<file path="config.mk">
export PLATFORM = sky130hd
export DESIGN_NAME = fader_ctrl
export DESIGN_NICKNAME = d
export VERILOG_FILES = /design/src/rtl/fader_ctrl.sv
export SDC_FILE = /design/constraint.sdc
export NUM_CORES = 1
export LEC_CHECK = 0
export BUFFER_PORTS_ARGS = -buffer_cell sky130_fd_sc_hd__buf_2
export CAP_MARGIN = 25
export CORE_ASPECT_RATIO = 0.7
export CORE_MARGIN = 5
export CORE_UTILIZATION = 25
export DETAILED_ROUTE_END_ITERATION = 8
export GPL_TIMING_DRIVEN = 0
export PLACE_DENSITY = 0.55
export REMOVE_ABC_BUFFERS = 1
export SKIP_CTS_REPAIR_TIMING = 1
export SYNTH_ARGS = -nofsm -noshare
export SYNTH_HDL_FRONTEND = slang
export SYNTH_SLANG_ARGS = --single-unit
</file>
<file path="constraint.sdc">
create_clock -name clk -period 2.4 [get_ports clk]
set_input_delay 0.36 -clock clk [delete_from_list [all_inputs] [get_ports clk]]
set_output_delay 0.36 -clock clk [all_outputs]
set_load 0.03 [all_outputs]
</file>
<file path="src/rtl/fader_ctrl.sv">
`default_nettype none
// ============================================================================
//  Module   : fader_ctrl
//  Purpose  : Frame scheduler for a multi-channel fader. A free-running tick
//             counter paces frames; each frame issues a one-clock start with
//             a stable time index, then collects NCHAN in-order channel beats
//             from the fader. Frame completion advances the time index and
//             the frame counter. Sticky flags report dropped ticks (overrun),
//             out-of-order or unexpected beats (seq_err) and watchdog
//             timeouts (tmo).
//
//  Ports    : clk, reset (async, active-high)
//             enable, interval[15:0], t_step[24:0], err_clr   - control
//             start, t_index[24:0]                            - to fader
//             dv_in, chan_in[4:0]                             - from fader
//             busy, frame_done, frame_cnt[15:0],
//             overrun, seq_err, tmo                           - status
//
//  Options  : define FADER_CTRL_WDOG_EN to enable the collect watchdog
//             (TMO_CYC clocks from start). Without it tmo is tied low and a
//             frame waits indefinitely for its beats.
//
//  Revision : 1.0  initial release
// ============================================================================
module fader_ctrl #(
  parameter int NCHAN   = 32,
  parameter int TMO_CYC = 4096
) (
  input  logic        clk,
  input  logic        reset,
  input  logic        enable,
  input  logic [15:0] interval,
  input  logic [24:0] t_step,
  input  logic        err_clr,
  output logic        start,
  output logic [24:0] t_index,
  input  logic        dv_in,
  input  logic [4:0]  chan_in,
  output logic        busy,
  output logic        frame_done,
  output logic [15:0] frame_cnt,
  output logic        overrun,
  output logic        seq_err,
  output logic        tmo
);

  localparam logic [4:0] LAST_BEAT = 5'(NCHAN - 1);

  if (NCHAN < 2 || NCHAN > 32 || TMO_CYC < 2) begin : g_param_check
    $error("fader_ctrl: NCHAN must be 2..32 and TMO_CYC at least 2");
  end

  typedef enum logic [1:0] {
    S_IDLE    = 2'd0,
    S_ISSUE   = 2'd1,
    S_COLLECT = 2'd2
  } state_t;

  state_t      state;
  logic [15:0] tcnt;
  logic [4:0]  beat;
  logic        tick;
  logic        last_beat;
  logic        overrun_set;
  logic        seq_set;
  logic        tmo_set;

  assign tick      = enable && (tcnt == interval);
  assign last_beat = (state == S_COLLECT) && dv_in && (beat == LAST_BEAT);

  // A tick that arrives while a frame is outstanding is dropped, not queued.
  assign overrun_set = tick && (state != S_IDLE);

  // Any beat outside COLLECT is unexpected; inside COLLECT it must be in order.
  assign seq_set = dv_in && ((state != S_COLLECT) || (chan_in != beat));

`ifdef FADER_CTRL_WDOG_EN
  localparam int             WD_W    = $clog2(TMO_CYC + 1);
  localparam logic [WD_W-1:0] WD_LAST = WD_W'(TMO_CYC - 1);

  // wd holds clocks elapsed since the start pulse; it is 1 on the first
  // COLLECT clock, so expiry at WD_LAST raises tmo TMO_CYC clocks after start.
  logic [WD_W-1:0] wd;

  assign tmo_set = (state == S_COLLECT) && !last_beat && (wd == WD_LAST);

  always_ff @(posedge clk or posedge reset) begin
    if (reset) begin
      wd  <= '0;
      tmo <= 1'b0;
    end else begin
      if (state == S_ISSUE)
        wd <= WD_W'(1);
      else if (state == S_COLLECT)
        wd <= wd + WD_W'(1);

      if (tmo_set)
        tmo <= 1'b1;
      else if (err_clr)
        tmo <= 1'b0;
    end
  end
`else
  assign tmo_set = 1'b0;
  assign tmo     = 1'b0;
`endif

  // Tick counter: held at zero while disabled, wraps at interval.
  always_ff @(posedge clk or posedge reset) begin
    if (reset)
      tcnt <= '0;
    else if (!enable || tick)
      tcnt <= '0;
    else
      tcnt <= tcnt + 16'd1;
  end

  // Sticky error flags; a set event in the same clock beats err_clr.
  always_ff @(posedge clk or posedge reset) begin
    if (reset) begin
      overrun <= 1'b0;
      seq_err <= 1'b0;
    end else begin
      if (overrun_set)
        overrun <= 1'b1;
      else if (err_clr)
        overrun <= 1'b0;

      if (seq_set)
        seq_err <= 1'b1;
      else if (err_clr)
        seq_err <= 1'b0;
    end
  end

  // Frame FSM with registered outputs.
  always_ff @(posedge clk or posedge reset) begin
    if (reset) begin
      state      <= S_IDLE;
      beat       <= '0;
      start      <= 1'b0;
      busy       <= 1'b0;
      frame_done <= 1'b0;
      frame_cnt  <= '0;
      t_index    <= '0;
    end else begin
      start      <= 1'b0;
      frame_done <= 1'b0;

      // Advance one clock after the last beat so t_index stays stable
      // through the frame_done cycle; a start issued from that same cycle
      // already sees the new value.
      if (frame_done)
        t_index <= t_index + t_step;

      case (state)
        S_IDLE: begin
          if (tick) begin
            state <= S_ISSUE;
            start <= 1'b1;
            busy  <= 1'b1;
          end
        end
        S_ISSUE: begin
          state <= S_COLLECT;
          beat  <= '0;
        end
        S_COLLECT: begin
          if (last_beat) begin
            state      <= S_IDLE;
            busy       <= 1'b0;
            beat       <= '0;
            frame_done <= 1'b1;
            frame_cnt  <= frame_cnt + 16'd1;
          end else if (tmo_set) begin
            state <= S_IDLE;
            busy  <= 1'b0;
            beat  <= '0;
          end else if (dv_in) begin
            beat <= beat + 5'd1;
          end
        end
        default: begin
          state <= S_IDLE;
          busy  <= 1'b0;
        end
      endcase
    end
  end

endmodule
`default_nettype wire

</file>
Yosys cells after proc, flatten, opt, wreduce, memory -nomap -nowiden. Cells that the tools add are included.

Memories: 0. Bits in read-only memories: 0. Word-level logic and storage cells: 58. Bits in latches: 0. RAM bits: 0. Bits in registers: 69. Input port bits: 51.

Bitwise gates (word level): 1. Reduce and logical (&&, ||, !) cells: 17. $add $sub $neg: 4. Mux-type cells: 17. Divide/modulo/power cells: 0. Shifts and indexed selects: 0. Equality and inequality tests: 9. $mul: 0. Order comparisons: 0.

Operators with widths (number): $add 16x1->16 const B (2); $add 25x25->25 (1); $eq 16x16->1 (1); $mux 16 (1); $mux 5 (2); $pmux 5 s2 (1); $mux 1 (9); $reduce_bool 2->1 (4); $ne 2x2->1 const B (3); $pmux 2 s3 (1); $reduce_and 2->1 (3); $add 5x1->5 const B (1); $eq 5x5->1 const B (1); $logic_and 1x1->1 (5); $ne 5x5->1 (1); $mux 2 (2); $ne 3x3->1 const B (1); $pmux 1 s3 (1); $reduce_and 3->1 (1); $eq 2x1->1 const B (1); $eq 2x2->1 const B (1); $logic_not 2->1 (1); $logic_or 1x1->1 (2); $logic_not 1->1 (1); $not 1->1 (1).

Logic depth before layout (Yosys ltp). Gate-level depths: netlist of the first run.

Word-level depth: 5. Gate-level depth with buffers: 9. Depth with buffers taken out: 9.

Least setup slack after synthesis of the first run. OpenSTA, ideal clock, no wires.

Path kind: flip-flop to flip-flop. Start: reg t_index[0]. End: reg t_index[20]. Library setup time: 0.125 ns. Arrival: 2.551 ns. Cell stages (with the launch flop): 10. Slack: -0.275 ns. Data required time: 2.275 ns. Cell sequence: dfrtp_1 -> ha_1 -> fa_1 -> a211oi_1 -> o21ai_1 -> o2111ai_2 -> nand3_1 -> a311oi_1 -> xnor2_1 -> mux2_2.

Word-level cells in the longest chain between the ends: 1.

Ends and longest elaborated chain: start: declaration (RTL line 36) `output logic [24:0] t_index,`; start signal: assignment (RTL line 154) `t_index <= t_index + t_step;`; $add 25x25->25 (RTL line 154).

Every way passes these cells. A chain may end at the register's enable or synchronous reset.

Worst setup path in the final report of the first run. Ends and elaborated chain as after synthesis.

==> reports/metrics.cfg, run 1 <==
[run_status]
status = complete, but fails checks
violations = setup timing

[timing]
worstMarginPinSlew_ps = 858
post-route-period-util_pct = 106
rsz0062_at_grt = true
setup_slack_ps = -151
relSlewSlack_pct = 42.8
fin_skew_ps = 6.69
setup_viol = 5
slew_viol_final = 0
hold_slack_ps = 28.8
hold_violations = 0
fmax_mhz = 392
period_minus_slack_ps = 2550

[routing]
dr.pass1.iters = 4
viasPerCell = 4.70
num_vias = 3758
postRouteWirelength_um = 11600
drt-initial-drc-count = 155
ant_nets = 0
drc = 0
routedWlPerCell_um = 14.5

[clock_network]
cts_tree = done
cts_buffers = 9
cts_buffer_depth = 2
htreeDepth = 3
clock_sinks = 69
insertion_delay_ps = 330
root_buffer = clkbuf_16
clk_pin_slew_worst_paths_ps = 60

[die]
rows = 40
core_area_sq_um = 17200
start_util_pct = 25.4
dieWidth_um = 168
io_pins = 98
die-area_sq_um = 20200
die_h_um = 121

[logic_synthesis]
ys_types = 64
yosys_register_bits = 69
ys_top_cells_by_count = dfrtp_1, nor2_1, xor2_1
synth.top_cell.area_share_pct = 39.6
synth_area_sq_um = 4360
synth-async-reset-ratio_pct = 100
ys_warn_count = 0
ys_top_cells_by_area = dfrtp_1, ha_1, xor2_1
synth_ff_type = dfrtp_1
synth_edf_count = 0
synth_seq_area_share_pct = 39.6
synth.most_common_cell = dfrtp_1
avgSynthCellArea_sq_um = 9.74
synth_top_cell_by_area = dfrtp_1
syn_inst = 448

[setup_path]
crit_chain = ha_4 -> fa_2 -> a211oi_2 -> o21ai_2 -> o2111ai_4 -> nand3_2 -> a311oi_2 -> xnor2_1 -> mux2_4
crit_slowest_cell = fa_2
worst_ep_arrival_time_ps = 2770
cp_slowest_stage_delay_ps = 420
endpoint_kind = flip-flop
worst-path-max-fanout = 3
worst-path-buf-inv = 0
critPathRequiredTime_ps = 2610
cp_top_family = compound AO/OA/AOI/OAI gates
criticalPathCategory = flip-flop to flip-flop
cp-start-kind = flip-flop

[worst_hold_path]
min_path_type = primary input to asynchronous set/reset pin

[power]
comb_power_share_pct = 33.2
ir_worst_vdd_v = 0.000294
pwr-share-seq_pct = 32.0
power_leakage_nw = 2.85
internal_power_mw = 3.00
power_switching_mw = 1.53
switching_share_pct = 33.8
power_density_nw_per_um2 = 774
clkPwrFrac_pct = 34.8

[global_routing]
track_usage_pct = 11.3
antenna_found_initial = 0
grt_remaining_overflow = 0
grt_pass1_wl_um = 18900
grt_start_max_net_pins = 43
grt_pass1_vias = 3714

[placed_design]
place.gp.congestion = 0.848
io_buffer_count = 96
pre_cts_ws_ps = -634
hpwl_um = 8690

[layout]
nets = 643
multi_input_area_sq_um = 2810
fillCellCount = 1765
seqCellArea_sq_um = 1730
diodes = 0
drive_gt1_share_pct = 32.7
area_growth_pct = 34.1

[flow_run]
maxCapViolations = 0

-- worst register-to-register path: stages, from the launching register on --
cell       delay [ps]
dfrtp_1           410
ha_4              180
fa_2              420
a211oi_2          240
o21ai_2           120
o2111ai_4         260
nand3_2           130
a311oi_2          330
xnor2_1           100
mux2_4            250
-- final timing paths --
| check | startpoint | end | slack (ps) | depth (start not counted) |
|---|---|---|---|---|
| setup / recovery | t_index[0]$_DFFE_PP0P_ | t_index[20]$_DFFE_PP0P_ | -150 | 9 |
| hold / removal | reset | t_index[24]$_DFFE_PP0P_ | 30 | 2 |
| setup reg to reg | t_index[0]$_DFFE_PP0P_ | t_index[20]$_DFFE_PP0P_ | -150 | 9 |
| hold reg to reg | t_index[24]$_DFFE_PP0P_ | t_index[24]$_DFFE_PP0P_ | 480 | 1 |
| max in group asynchronous | reset | t_index[2]$_DFFE_PP0P_ | 1830 | 3 |
| min in group clk | err_clr | overrun$_DFFE_PP0P_ | 240 | 2 |
-- state kept, by name (all words and copies together) (netlist names) --
register	cells
beat	5
busy	1
frame_cnt	16
frame_done	1
overrun	1
seq_err	1
start	1
state	2
t_index	25
tcnt	16
-- layer usage --
| layer | global-route usage, % | part of all wire [%] | up-vias |
|---|---|---|---|
| li1 | - | - | 1853 |
| met1 | 15.2 | 47 | 1816 |
| met2 | 17.8 | 46 | 78 |
| met3 | 3.27 | 5.5 | 11 |
| met4 | 3.09 | 1.1 | 0 |
| met5 | 0 | 0 | - |
-- stage by stage --
step           util [%]  instance area [sq um]  std cells  power (mW)  setup TNS, ps
6_report           34.1                   5850        799        4.53           -353
3_5_place_dp       29.9                   5130        767        2.77          -4420
4_1_cts            31.9                   5480        783        4.38          -3780
2_1_floorplan         -                   4310        438        2.41           -698
3_3_place_gp       29.6                   5080        765        2.74         -58380
5_1_grt            34.1                   5850        799        4.80           -996
-- cells by family after synthesis --
family,after synthesis,share of synthesized area (%)
AND/OR/NAND/NOR,144,16.5
AO/OA/AOI/OAI,97,14.5
flip-flops,69,39.6
XOR/XNOR,68,13.6
adder cells (fa/ha/maj),29,8.49
multiplexers,20,5.19
buffers and inverters,20,2.01
other,1,0.0859
-- final cells by class --
type	instances	share of cell area, %
Tap cell	231	4.94
Multi-Input combinational cell	359	47.9
Clock buffer	11	4.15
Inverter	10	0.684
Sequential cell	69	29.5
Timing Repair Buffer	114	11.0
Clock inverter	5	1.84
-- power groups by stage --
stage	combinational, mW	sequential, mW	clock [mW]
3_3_place_gp	1.28	1.46	0
3_5_place_dp	1.31	1.46	0
4_1_cts	1.31	1.44	1.62
2_1_floorplan	0.810	1.60	0
5_1_grt	1.66	1.47	1.67
6_report	1.51	1.45	1.58
-- layout by cell type (no fill, tap or decap), types with 4 or more instances in the layout --
master     Yosys  routed
a31oi_1        7       5
o211ai_1       4       4
nor2_1        38      38
xor2_1        37      37
o21a_1         4       4
buf_4          1      16
a21o_1         6       6
mux2_2        17      16
buf_2          1      96
nand3_1       14      13
and3_1        13      13
inv_1         10       9
nand4_1       11      11
o21ai_0       21      19
nor4_1         6       6
ha_4           0       6
clkbuf_16      0       9
xnor2_1       31      30
dfrtp_1       69      69
nand2_1       35      34
nor3_1         8       7
a21oi_1       23      21
ha_1          28      20
Note: power is estimated with default switching activity, not from simulation.
==> run 2, diff against run 1 <==
--- a/config.mk
+++ b/config.mk
@@ -12,7 +12,6 @@
 export CORE_UTILIZATION = 25
 export DETAILED_ROUTE_END_ITERATION = 8
 export GPL_TIMING_DRIVEN = 0
-export PLACE_DENSITY = 0.55
 export REMOVE_ABC_BUFFERS = 1
 export SKIP_CTS_REPAIR_TIMING = 1
 export SYNTH_ARGS = -nofsm -noshare
==> reports/metrics.cfg, run 2 (synthesized netlist as in run 1, its figures left out) <==
[run_status]
status = complete, but fails checks
violations = setup timing

[clock_network]
htreeDepth = 3  ; unchanged
cts_buffers = 9  ; unchanged
clock_sinks = 69  ; unchanged
root_buffer = clkbuf_16
cts_tree = done
insertion_delay_ps = 330  ; about the same
cts_buffer_depth = 2  ; unchanged
clk_pin_slew_worst_paths_ps = 60  ; about the same

[global_routing]
grt_pass1_vias = 3457  ; -6.9%
grt_pass1_wl_um = 17900  ; -5.6%
antenna_found_initial = 0  ; unchanged
grt_start_max_net_pins = 63  ; +47%
grt_remaining_overflow = 0  ; unchanged
track_usage_pct = 10.9  ; -0.45 points

[power]
ir_worst_vdd_v = 0.000300  ; +1.8%
power_density_nw_per_um2 = 753  ; -2.7%
power_mw = 4.44  ; -2.1%
power_leakage_nw = 2.87  ; +0.84%

[routing]
ant_nets = 0  ; unchanged
drc = 0  ; unchanged
routedWlPerCell_um = 13.9  ; -4.2%
drt-initial-drc-count = 166  ; +7.1%
num_vias = 3727  ; -0.82%
dr.pass1.iters = 4  ; unchanged
viasPerCell = 4.59  ; -2.4%
postRouteWirelength_um = 11300  ; -2.6%

[flow_run]
maxCapViolations = 0  ; unchanged

[layout]
final_core_util_pct = 34.3  ; +0.21 points
largest_registers = t_index x25, frame_cnt x16, tcnt x16
multi_input_area_sq_um = 2750  ; -1.9%
final_cells = 812  ; +1.6%
diodes = 0  ; unchanged
seqCellArea_sq_um = 1730  ; +0.14%
final_cell_mix = buf_2, dfrtp_1, nor2_1, xor2_1, nand2_1
final_area_sq_um = 5890  ; +0.62%
nets = 656  ; +2.0%
largest_reg_flops = 25  ; unchanged
fillCellCount = 1746  ; -1.1%
area_growth_pct = 35.0
mostFrequentLayoutCell = buf_2
regMostFlops = t_index
drive_gt1_share_pct = 33.7  ; +0.99 points

[timing]
period_minus_slack_ps = 2540  ; -13.6 ps
fmax_mhz = 394  ; +0.54%
setup_viol = 5  ; unchanged
post-route-period-util_pct = 106  ; -0.57 points
setup_slack_ps = -138  ; +13.6 ps
fin_skew_ps = 8.60  ; +1.91 ps
worstMarginPinSlew_ps = 747  ; -111 ps
slew_viol_final = 0  ; unchanged
relSlewSlack_pct = 50.2  ; +7.4 points
hold_violations = 0  ; unchanged
rsz0062_at_grt = true

[worst_hold_path]
min_path_type = primary input to flip-flop

[placed_design]
hpwl_um = 8240  ; -5.2%
io_buffer_count = 96  ; unchanged
placed_cells = 767  ; unchanged
pre_cts_ws_ps = -590  ; +44.1 ps
place.gp.congestion = 0.828  ; -2.4%
place_area_sq_um = 5140  ; +0.24%

[setup_path]
crit_chain = ha_4 -> fa_2 -> a211oi_2 -> o21ai_2 -> o2111ai_4 -> nand3_2 -> a311oi_2 -> xnor2_1 -> mux2_4
worst-path-max-fanout = 4  ; +1
crit_slowest_cell = fa_2
worst-path-buf-inv = 0  ; unchanged
critPathRequiredTime_ps = 2620  ; about the same
criticalPathCategory = flip-flop to flip-flop
endpoint_kind = flip-flop
cp_slowest_stage_delay_ps = 430  ; about the same
cp_top_family = compound AO/OA/AOI/OAI gates
worst_ep_arrival_time_ps = 2760  ; about the same
cp-start-kind = flip-flop

[die]
die_h_um = 121  ; unchanged
die-area_sq_um = 20200  ; unchanged
io_pins = 98  ; unchanged
rows = 40  ; unchanged
start_util_pct = 25.4  ; unchanged
core_area_sq_um = 17200  ; unchanged
dieWidth_um = 168  ; unchanged

==> run 2: cell types whose count changed in the layout (fill, tap and decap cells not counted), sizes merged <==
cell,delta
clkinvlp,+1
clkbuf,-1
dlygate4sd3,+1
buf,+12
bufinv,-1
clkinv,+1
==> run 2: worst paths after layout <==
| path | start | end | slack (ps) | cells after the start |
|---|---|---|---|---|
| hold reg to reg | frame_cnt[15]$_DFFE_PP0P_ | frame_cnt[15]$_DFFE_PP0P_ | 460 | 1 |
| setup reg to reg | t_index[0]$_DFFE_PP0P_ | t_index[20]$_DFFE_PP0P_ | -140 | 9 |
| min in group asynchronous | reset | tcnt[1]$_DFF_PP0_ | 460 | 3 |
| max in group asynchronous | reset | t_index[3]$_DFFE_PP0P_ | 1380 | 4 |
| hold / removal | err_clr | overrun$_DFFE_PP0P_ | 240 | 2 |
| setup / recovery | t_index[0]$_DFFE_PP0P_ | t_index[20]$_DFFE_PP0P_ | -140 | 9 |
==> run 2: metal layers <==
layer | global-route usage [%] | vias to the layer above | part of all wire (%)
li1 | - | 1882 | -
met1 | 16.0 | 1747 | 51
met2 | 15.2 | 88 | 43
met3 | 3.10 | 10 | 5.0
met4 | 3.35 | 0 | 1.3
met5 | 0 | - | 0
==> run 2: layout make-up <==
class / instances / share of cell area, %
Tap cell: 231 / 4.91
Timing Repair Buffer: 127 / 12.8
Multi-Input combinational cell: 359 / 46.7
Clock inverter: 6 / 1.47
Clock buffer: 10 / 4.06
Sequential cell: 69 / 29.4
Inverter: 10 / 0.680
==> run 2: where the power goes <==
group          total [mW]  internal (mW)  switching [mW]
logic                1.53          0.692           0.836
registers            1.46           1.30           0.163
clock network        1.45          0.936           0.514
==> run 2: through the flow <==
stage | hold WS, ps | setup TNS [ps]
detailed placement | 263 | -4200
CTS | -104 | -3570
global route | 229 | -1150
floorplan | 467 | -698
finish | 243 | -341
global placement | 456 | -64740
==> run 3, diff against run 2 <==
--- a/config.mk
+++ b/config.mk
@@ -13,6 +13,7 @@
 export DETAILED_ROUTE_END_ITERATION = 8
 export GPL_TIMING_DRIVEN = 0
 export REMOVE_ABC_BUFFERS = 1
+export SETUP_SLACK_MARGIN = 0.5
 export SKIP_CTS_REPAIR_TIMING = 1
 export SYNTH_ARGS = -nofsm -noshare
 export SYNTH_HDL_FRONTEND = slang
==> reports/metrics.cfg, run 3 (synthesized netlist as in run 1, its figures left out) <==
[global_routing]
antenna_found_initial = 0  ; unchanged
grt_start_max_net_pins = 63  ; unchanged
grt_pass1_wl_um = 17900  ; unchanged
track_usage_pct = 10.9  ; unchanged
grt_pass1_vias = 3457  ; unchanged
grt_remaining_overflow = 0  ; unchanged

[power]
pwr-share-seq_pct = 32.1  ; -0.8 points
clkPwrFrac_pct = 31.9  ; -0.8 points
power_mw = 4.57  ; +3.0%
power_density_nw_per_um2 = 742  ; -1.5%
ir_worst_vdd_v = 0.000301  ; +0.35%
comb_power_share_pct = 36.0  ; +1.6 points
power_switching_mw = 1.58  ; +4.2%
switching_share_pct = 34.5  ; +0.39 points
internal_power_mw = 3.00  ; +2.4%
power_leakage_nw = 2.98  ; +3.5%

[timing]
slew_viol_final = 0  ; unchanged
fmax_mhz = 392  ; -0.53%
fin_tns_setup_ps = -445  ; -105 ps
hold_violations = 0  ; unchanged
setup_viol = 6  ; +1
period_minus_slack_ps = 2550  ; +13.6 ps
fin_skew_ps = 8.69  ; +0.0959 ps
hold_slack_ps = 243  ; +0.205 ps
setup_slack_ps = -151  ; -13.6 ps
relSlewSlack_pct = 66.5  ; +16 points
post-route-period-util_pct = 106  ; +0.57 points
worstMarginPinSlew_ps = 497  ; -250 ps
rsz0062_at_grt = true

[setup_path]
startpoint = t_index[0]$_DFFE_PP0P_
cp_slowest_stage_delay_ps = 430  ; about the same
worst-path-max-fanout = 4  ; unchanged
crit-reg2reg-launch = t_index[0]$_DFFE_PP0P_
worst-path-buf-inv = 0  ; unchanged
crit_slowest_cell = fa_2
criticalPathCategory = flip-flop to flip-flop
critPathRequiredTime_ps = 2620  ; about the same
cp-start-kind = flip-flop
cp_top_family = compound AO/OA/AOI/OAI gates
worst_ep_arrival_time_ps = 2770  ; about the same
endpoint_kind = flip-flop
crit_chain = ha_4 -> fa_2 -> a211oi_2 -> o21ai_2 -> o2111ai_4 -> nand3_2 -> a311oi_2 -> xnor2_1 -> mux2_4

[routing]
routedWlPerCell_um = 14.3  ; +2.9%
postRouteWirelength_um = 11700  ; +3.8%
drc = 0  ; unchanged
num_vias = 3806  ; +2.1%
ant_nets = 0  ; unchanged
viasPerCell = 4.65  ; +1.2%
dr.pass1.iters = 4  ; unchanged
drt-initial-drc-count = 187  ; +13%

[worst_hold_path]
min_path_type = primary input to flip-flop
hp-start = err_clr

[die]
dieWidth_um = 168  ; unchanged
rows = 40  ; unchanged
start_util_pct = 25.4  ; unchanged
die-area_sq_um = 20200  ; unchanged
io_pins = 98  ; unchanged
die_h_um = 121  ; unchanged
core_area_sq_um = 17200  ; unchanged

[flow_run]
maxCapViolations = 0  ; unchanged

[layout]
area_growth_pct = 41.2
largest_reg_flops = 25  ; unchanged
diodes = 0  ; unchanged
drive_gt1_share_pct = 39.1  ; +5.4 points
mostFrequentLayoutCell = buf_2
multi_input_area_sq_um = 2960  ; +7.5%
nets = 663  ; +1.1%
largest_registers = t_index x25, frame_cnt x16, tcnt x16
fillCellCount = 1730  ; -0.92%
seqCellArea_sq_um = 1730  ; about the same
final_cell_mix = buf_2, dfrtp_1, xor2_1, nor2_1, buf_4
regMostFlops = t_index

[clock_network]
cts_buffers = 9  ; unchanged
insertion_delay_ps = 340  ; about the same
clk_pin_slew_worst_paths_ps = 60  ; about the same
htreeDepth = 3  ; unchanged
root_buffer = clkbuf_16
cts_tree = done
cts_buffer_depth = 2  ; unchanged
clock_sinks = 69  ; unchanged

[run_status]
violations = setup timing
status = complete, but fails checks

[placed_design]
place.gp.congestion = 0.828  ; unchanged
io_buffer_count = 96  ; unchanged
hpwl_um = 8240  ; unchanged

-- run 3: changes by cell type in the layout (fill, tap and decap cells not counted), sizes merged --
cell	delta
buf	+7
-- run 3: path summary, 6_finish.rpt --
check | cells past startpoint | end | slack [ps]
max in group asynchronous | 4 | frame_done$_DFF_PP0_ | 1400
worst max register to register | 9 | t_index[20]$_DFFE_PP0P_ | -150
worst min register to register | 1 | frame_cnt[15]$_DFFE_PP0P_ | 460
worst max-delay path | 9 | t_index[20]$_DFFE_PP0P_ | -150
min in group asynchronous | 3 | tcnt[1]$_DFF_PP0_ | 460
worst min-delay path | 2 | overrun$_DFFE_PP0P_ | 240
-- run 3: layout make-up --
| type | instances | area share [%] |
|---|---|---|
| Clock buffer | 10 | 3.88 |
| Clock inverter | 6 | 1.40 |
| Inverter | 10 | 0.650 |
| Multi-Input combinational cell | 359 | 48.0 |
| Sequential cell | 69 | 28.1 |
| Tap cell | 231 | 4.69 |
| Timing Repair Buffer | 134 | 13.3 |
-- run 3: power groups by stage --
stage,clock network [mW],logic [mW],registers (mW)
floorplan,0,0.810,1.60
global placement,0,1.28,1.47
detailed placement,0,1.30,1.47
CTS,1.49,1.30,1.45
global route,1.56,1.80,1.49
finish,1.46,1.65,1.47
-- run 3: per-layer routing --
metal	part of all wire [%]	up-vias	global-route usage, %
met5	0	-	0
met4	1.4	0	3.35
met3	4.8	10	3.10
met2	44	87	15.2
met1	50	1821	16.0
li1	-	1888	-
-- run 3: worst register-to-register path, stage by stage, from the launching register on --
cell and delay, ps:
dfrtp_1 400, ha_4 180, fa_2 430, a211oi_2 220, o21ai_2 130, o2111ai_4 240, nand3_2 130, a311oi_2 330
xnor2_1 110, mux2_4 260
-- run 3: per-stage QoR --
| stage | cells | instance area (sq um) | worst slack (ps) | util [%] |
|---|---|---|---|---|
| final | 819 | 6160 | -151 | 35.9 |
| after floorplan | 438 | 4310 | -276 | - |
| after CTS | 783 | 5470 | -515 | 31.8 |
| after global placement | 765 | 5080 | -881 | 29.6 |
| after detailed placement | 767 | 5140 | -590 | 29.9 |
| after global routing | 819 | 6160 | -278 | 35.9 |
